$ cat config.mk
export PLATFORM = sky130hd
export DESIGN_NAME = sensor_fx_slave
export DESIGN_NICKNAME = d
export VERILOG_FILES = /design/src/rtl/sensor_fx_pkg.sv /design/src/rtl/sensor_fx_slave_tick_div_ms.sv /design/src/rtl/sensor_fx_slave.sv
export SDC_FILE = /design/constraint.sdc
export NUM_CORES = 1
export LEC_CHECK = 0
export CORE_MARGIN = 5
export CORE_UTILIZATION = 40
export CTS_CLUSTER_SIZE = 8
export DETAILED_ROUTE_END_ITERATION = 12
export SYNTH_ARGS = -nofsm -noshare
export SYNTH_HDL_FRONTEND = slang
export SYNTH_SLANG_ARGS = --single-unit
$ cat constraint.sdc
create_clock -name clk_sys -period 5.1 [get_ports clk_sys]
set_input_delay 0.765 -clock clk_sys [delete_from_list [all_inputs] [get_ports clk_sys]]
set_output_delay 0.765 -clock clk_sys [all_outputs]
set_load 0.1 [all_outputs]
$ cat src/rtl/sensor_fx_pkg.sv
// ============================================================================
// Module : sensor_fx_pkg
// Brief  : Register offsets, bit indices and FSM states for sensor_fx_slave.
// Rev    : 1.0
// ============================================================================
`default_nettype none

package sensor_fx_pkg;

  localparam logic [15:0] REG_ID          = 16'h0000;
  localparam logic [15:0] REG_CTRL        = 16'h0001;
  localparam logic [15:0] REG_STATUS      = 16'h0002;
  localparam logic [15:0] REG_AUTO_PERIOD = 16'h0003;
  localparam logic [15:0] REG_DATA_L      = 16'h0004;
  localparam logic [15:0] REG_DATA_H      = 16'h0005;
  localparam logic [15:0] REG_CNT_OK      = 16'h0006;
  localparam logic [15:0] REG_CNT_ERR     = 16'h0007;

  localparam int CTRL_FIRE = 0;
  localparam int CTRL_AUTO = 1;
  localparam int CTRL_CLR  = 7;

  localparam int ST_BUSY = 0;
  localparam int ST_DONE = 1;
  localparam int ST_ERR  = 2;
  localparam int ST_OVR  = 3;
  localparam int ST_MISS = 4;

  localparam logic [7:0] AUTO_PERIOD_RST = 8'd100;

  typedef enum logic [1:0] {
    S_IDLE = 2'd0,
    S_FIRE = 2'd1,
    S_WAIT = 2'd2
  } state_t;

endpackage

`default_nettype wire

$ cat src/rtl/sensor_fx_slave_tick_div_ms.sv
// ============================================================================
// Module : tick_div_ms
// Brief  : Divides the 1 us tick into ms and pulses hit every 'period' ms.
// Rev    : 1.0
// ============================================================================
`default_nettype none

module tick_div_ms #(
  parameter int US_PER_MS = 1000,
  parameter int PW        = 8
) (
  input  logic          clk,
  input  logic          rst,
  input  logic          en,
  input  logic          pluse_us,
  input  logic [PW-1:0] period,
  output logic          hit
);

  localparam int UW = (US_PER_MS > 1) ? $clog2(US_PER_MS) : 1;

  logic [UW-1:0] r_us_cnt;
  logic [PW-1:0] r_ms_cnt;
  logic          w_ms_tick;
  logic [PW-1:0] w_period_eff;

  assign w_ms_tick    = en & pluse_us & (r_us_cnt == UW'(US_PER_MS - 1));
  assign w_period_eff = (period == '0) ? PW'(1) : period;
  // >= so that lowering the period below the running count still fires promptly
  assign hit          = w_ms_tick & (r_ms_cnt >= (w_period_eff - PW'(1)));

  always_ff @(posedge clk) begin
    if (rst || !en) begin
      r_us_cnt <= '0;
      r_ms_cnt <= '0;
    end else begin
      if (pluse_us) begin
        r_us_cnt <= w_ms_tick ? '0 : r_us_cnt + UW'(1);
      end
      if (w_ms_tick) begin
        r_ms_cnt <= hit ? '0 : r_ms_cnt + PW'(1);
      end
    end
  end

endmodule

`default_nettype wire

$ cat src/rtl/sensor_fx_slave.sv
// ============================================================================
// Module : sensor_fx_slave
// Brief  : fx_bus register slave sequencing sensor_core measurements.
// Rev    : 1.0
// ============================================================================
`default_nettype none

module sensor_fx_slave
  import sensor_fx_pkg::*;
#(
  parameter logic [7:0] ID_VAL     = 8'h53,
  parameter int         TIMEOUT_MS = 60,
  parameter int         US_PER_MS  = 1000
) (
  input  logic        clk_sys,
  input  logic        rst,
  input  logic        pluse_us,
  input  logic [5:0]  dev_id,
  input  logic        fx_wr,
  input  logic [21:0] fx_waddr,
  input  logic [7:0]  fx_data,
  input  logic        fx_rd,
  input  logic [21:0] fx_raddr,
  output logic [7:0]  fx_q,
  input  logic        key_vld,
  output logic        fire_measure,
  input  logic        done_measure,
  input  logic        err_measure,
  input  logic [15:0] data_measure
);

  state_t      r_state, w_next;
  logic        r_auto_en;
  logic [7:0]  r_auto_period;
  logic [15:0] r_data;
  logic [7:0]  r_shadow;
  logic        r_done, r_err, r_ovr, r_miss;
  logic [7:0]  r_cnt_ok, r_cnt_err;
  logic [7:0]  r_q;

  logic        w_wsel, w_rsel;
  logic [15:0] w_woff, w_roff;
  logic        w_ctrl_wr, w_sw_fire, w_clr;
  logic        w_auto_tick, w_timeout, w_req;
  logic        w_done_ev, w_err_ev, w_miss_ev;
  logic        w_status_rd, w_datal_rd, w_datah_rd;
  logic [7:0]  w_status, w_rdata;

  assign w_wsel    = fx_wr & (fx_waddr[21:16] == dev_id);
  assign w_rsel    = fx_rd & (fx_raddr[21:16] == dev_id);
  assign w_woff    = fx_waddr[15:0];
  assign w_roff    = fx_raddr[15:0];

  assign w_ctrl_wr = w_wsel & (w_woff == REG_CTRL);
  assign w_sw_fire = w_ctrl_wr & fx_data[CTRL_FIRE];
  assign w_clr     = w_ctrl_wr & fx_data[CTRL_CLR];

  assign w_req     = key_vld | w_sw_fire | w_auto_tick;
  assign w_miss_ev = w_req & (r_state != S_IDLE);
  // done takes precedence when both responses land together
  assign w_done_ev = (r_state == S_WAIT) & done_measure;
  assign w_err_ev  = (r_state == S_WAIT) & ~done_measure & (err_measure | w_timeout);

  assign w_status_rd = w_rsel & (w_roff == REG_STATUS);
  assign w_datal_rd  = w_rsel & (w_roff == REG_DATA_L);
  assign w_datah_rd  = w_rsel & (w_roff == REG_DATA_H);

  tick_div_ms #(.US_PER_MS(US_PER_MS), .PW(8)) u_auto_tmr (
    .clk      (clk_sys),
    .rst      (rst),
    .en       (r_auto_en),
    .pluse_us (pluse_us),
    .period   (r_auto_period),
    .hit      (w_auto_tick)
  );

  tick_div_ms #(.US_PER_MS(US_PER_MS), .PW(8)) u_timeout_tmr (
    .clk      (clk_sys),
    .rst      (rst),
    .en       (r_state == S_WAIT),
    .pluse_us (pluse_us),
    .period   (8'(TIMEOUT_MS)),
    .hit      (w_timeout)
  );

  always_ff @(posedge clk_sys) begin
    if (rst) r_state <= S_IDLE;
    else     r_state <= w_next;
  end

  always_comb begin
    w_next       = r_state;
    fire_measure = 1'b0;
    case (r_state)
      S_IDLE: if (w_req) w_next = S_FIRE;
      S_FIRE: begin
        fire_measure = 1'b1;
        w_next       = S_WAIT;
      end
      S_WAIT: if (done_measure | err_measure | w_timeout) w_next = S_IDLE;
      default: w_next = S_IDLE;
    endcase
  end

  // Result capture and statistics; set events are applied after read-clears
  always_ff @(posedge clk_sys) begin
    if (rst || w_clr) begin
      r_data    <= '0;
      r_done    <= 1'b0;
      r_err     <= 1'b0;
      r_ovr     <= 1'b0;
      r_miss    <= 1'b0;
      r_cnt_ok  <= '0;
      r_cnt_err <= '0;
    end else begin
      if (w_status_rd) begin
        r_err  <= 1'b0;
        r_ovr  <= 1'b0;
        r_miss <= 1'b0;
      end
      if (w_datah_rd) r_done <= 1'b0;
      if (w_done_ev) begin
        r_data <= data_measure;
        r_done <= 1'b1;
        if (r_done) r_ovr <= 1'b1;
        if (r_cnt_ok != 8'hFF) r_cnt_ok <= r_cnt_ok + 8'd1;
      end
      if (w_err_ev) begin
        r_err <= 1'b1;
        if (r_cnt_err != 8'hFF) r_cnt_err <= r_cnt_err + 8'd1;
      end
      if (w_miss_ev) r_miss <= 1'b1;
    end
  end

  always_ff @(posedge clk_sys) begin
    if (rst) begin
      r_auto_en     <= 1'b0;
      r_auto_period <= AUTO_PERIOD_RST;
      r_shadow      <= '0;
      r_q           <= '0;
    end else begin
      if (w_ctrl_wr) r_auto_en <= fx_data[CTRL_AUTO];
      if (w_wsel && (w_woff == REG_AUTO_PERIOD)) r_auto_period <= fx_data;
      if (w_datal_rd) r_shadow <= r_data[15:8];
      if (fx_rd) r_q <= w_rsel ? w_rdata : 8'h00;
    end
  end

  always_comb begin
    w_status          = '0;
    w_status[ST_BUSY] = (r_state != S_IDLE);
    w_status[ST_DONE] = r_done;
    w_status[ST_ERR]  = r_err;
    w_status[ST_OVR]  = r_ovr;
    w_status[ST_MISS] = r_miss;
  end

  always_comb begin
    w_rdata = 8'h00;
    case (w_roff)
      REG_ID:          w_rdata = ID_VAL;
      REG_CTRL:        w_rdata = {6'b0, r_auto_en, 1'b0};
      REG_STATUS:      w_rdata = w_status;
      REG_AUTO_PERIOD: w_rdata = r_auto_period;
      REG_DATA_L:      w_rdata = r_data[7:0];
      REG_DATA_H:      w_rdata = r_shadow;
      REG_CNT_OK:      w_rdata = r_cnt_ok;
      REG_CNT_ERR:     w_rdata = r_cnt_err;
      default:         w_rdata = 8'h00;
    endcase
  end

  assign fx_q = r_q;

endmodule

`default_nettype wire

==> run_results.csv <==
group,metric,value,unit
global_routing,grt-ovfl-total,0,
sta,max_slew_margin,23.9,%
logic_synthesis,ys_types,64,
power,powerDensity,247,nW/um^2
min_path,hold_path_class,"reg -> reg",
power,finalPower,0.00157,W
sta,min_period,3.49,ns
clocking,post_cts_buffers,0,
detailed_routing,wl_met1,5.91,mm
critical_path,arrival,3.72,ns
floorplan,fp.coreArea,12500,um^2
finish,final_nets,776,
detailed_routing,route.vias.total,4554,
finish,layout-drive-gt1-share,5.26,%
critical_path,critPathSlowestCell,"nor4b_2",
global_routing,grt_pass1_vias,4415,
critical_path,worstSetupPathType,"in -> reg",
run_status,status,"completed",
clocking,cts-root-buf,"clkbuf_16",
logic_synthesis,synth_edf_count,0,
clocking,cts_max_level,3,
critical_path,path_cells,"clkdlybuf4s50_1 > nor3b_1 > nand4_1 > nor4b_2 > mux2i_1 > nor2_1",
finish,fin_cells,856,
detailed_routing,vias_per_cell,5.32,
place,dp_cells,840,
logic_synthesis,synth_top_cell_by_area,"dfxtp_1",
logic_synthesis,yosysWarnings,0,
detailed_routing,drc,0,
logic_synthesis,ys_ff_latch,99,
finish,fillers,1214,
power,p_leak,2.08,nW
detailed_routing,wl_met2,6.06,mm
place,dpl.hpwl,9.87,mm
detailed_routing,highest_layer,"met4",
finish,area_growth,26.3,%
critical_path,crit_fanout,17,
detailed_routing,wirelength,12.9,mm
detailed_routing,wl_met3,692,um
detailed_routing,antenna_left,0,
critical_path,slowest_delay,1.09,ns
floorplan,rows,41,
place,portBuffers,90,
detailed_routing,initialDrtViolationCount,323,
critical_path,critPathRequiredTime,5.33,ns
floorplan,chipHeight,122,um
logic_synthesis,ys_top_cells_by_area,"dfxtp_1, nor2_1, xnor2_1",
clocking,cts_hold_buf,0,
finish,antenna_cells,0,
critical_path,regToRegStartpoint,"r_auto_period[2]",
critical_path,endpoint,"r_shadow[0]",
sta,finalHoldViolCount,0,
global_routing,grt_pass1_wl,21.4,mm
logic_synthesis,netlist_area,5030,um^2
critical_path,rr_endpoint,"u_auto_tmr.r_ms_cnt[0]",
global_routing,grt_use_total,18.0,%
sta,worst_slew_pin_slew,1.14,ns
logic_synthesis,synthArstFlopShare,0,%
finish,fin_area,6360,um^2
clocking,cts_buffer_depth,2,
clocking,numCtsBuffers,9,
finish,multi_input_area,2920,um^2
critical_path,start_kind,"input port",
power,ir_drop,176,uV
logic_synthesis,synth_top_flop_cell,"dfxtp_1",
job,drv_cap,0,
sta,drv_slew,0,
sta,grt_setup_unrepaired,"false",
detailed_routing,wl_per_cell,15.1,um
critical_path,cp-startpoint,"fx_raddr[2]",
sta,fmax,287,MHz
global_routing,antenna_found_initial,0,
sta,setup_viol,0,
floorplan,num_io_pins,91,
floorplan,initial_core_util,40.4,%
finish,mostFrequentLayoutCells,"dfxtp_1, clkdlybuf4s50_1, nor2_1",
logic_synthesis,synth_top_area_share,39.4,%
sta,setup_ws,1.61,ns
sta,fin_setup_tns,0,ns
clocking,cts_resized,0,
logic_synthesis,synth-seq-area-share,39.4,%
critical_path,rrSetupSlack,2.28,ns
detailed_routing,first_pass_iters,5,
floorplan,dieArea,14900,um^2
finish,final_common_cell,"dfxtp_1",
sta,period_share,68.4,%
logic_synthesis,synth_fp_nets,696,
critical_path,r2r_cells,11,
place,pre_cts_slack,1.25,ns
logic_synthesis,avgSynthCellArea,8.40,um^2
place,place.gp.congestion,0.890,
sta,clock_skew,0.00976,ns
clocking,clk_pin_slew,0.07,ns
logic_synthesis,synthesis.instances,599,
clocking,cts.sinks,99,
clocking,insertion_delay,0.35,ns
critical_path,cp-end-kind,"flip-flop",
finish,ff_latch_area,1980,um^2
floorplan,fp.dieW,122,um
global_routing,grt_max_degree,36,
clocking,cts_tree,"built",
place,place_area,6070,um^2
## Yosys cell counts, types with 3 or more instances
master,number
nor3b_1,3
nor4_1,9
dfxtp_1,99
inv_1,13
a22oi_1,3
nor4b_1,3
clkbuf_1,15
a21oi_1,39
o31ai_1,4
ha_1,15
a211oi_1,3
nand2_1,71
a221oi_1,6
and3_1,4
nor4_2,3
a31oi_1,5
or4_1,4
nor3_1,21
o21ai_0,12
mux2_2,3
mux2i_1,23
and4_1,4
nand3b_1,6
nand4_1,17
buf_2,7
xnor2_1,33
or2_2,3
xor2_1,18
nand3_1,19
nand2b_1,7
or3_1,5
nor2_1,88
## through the flow
step / hold slack, ns / utilization (%)
after floorplan: 0.436 / -
after global placement: 0.438 / 48.7
after detailed placement: 0.448 / 48.7
after CTS: 0.461 / 51.0
after global routing: 0.486 / 51.0
final: 0.455 / 51.0
## state kept, by name, indices dropped and copies added (netlist names), 2 cells and up
signal and cells:
u_timeout_tmr.r_ms_cnt 8, r_data 16, r_state 2, u_timeout_tmr.r_us_cnt 10
r_auto_period 8, u_auto_tmr.r_us_cnt 10, r_cnt_ok 8, r_shadow 8
r_cnt_err 8, u_auto_tmr.r_ms_cnt 8, fx_q 8
## final cells by class
| type | instances | share of cell area, % |
|---|---|---|
| inverter | 13 | 0.768 |
| multi-input combinational | 465 | 45.9 |
| clock buffer | 11 | 3.82 |
| sequential | 99 | 31.2 |
| clock inverter | 5 | 0.689 |
| tap | 172 | 3.39 |
| timing repair buffer | 91 | 14.3 |
## worst min-delay path by stage
stage	depth (start not counted)	to	from
finish	2	r_data[1]	r_data[1]
global route	2	r_data[0]	r_data[0]
CTS	2	r_data[1]	r_data[1]
detailed placement	2	fx_q[4]	fx_q[4]
global placement	2	fx_q[5]	fx_q[5]
floorplan	2	r_data[1]	r_data[1]
## per-layer routing
metal	track usage, %	vias to the layer above
li1	-	2302
met2	29.0	100
met1	23.7	2137
met4	6.30	0
met5	0	-
met3	4.18	15
## logic make-up after synthesis
kind of cell,count (synthesis),share of synthesized area (%)
xor gates and xnor gates,51,8.88
DFF,99,39.4
and+or+nand+nor,278,27.5
AOI/OAI and AO/OA,94,12.1
adders and majority gates,15,3.73
muxes,27,5.69
buffers and inverters,35,2.78
## worst max-delay path, delay by kind of cell
family | cells | cell delay [ns]
simple gates | 4 | 1.79
buf+inv | 1 | 0.86
mux | 1 | 0.30
## power by group
part           switching (W)  internal, W
logic              0.0000571    0.0000770
registers         0.00000509     0.000777
clock network       0.000305     0.000351
(Power assumes the default switching activity.)
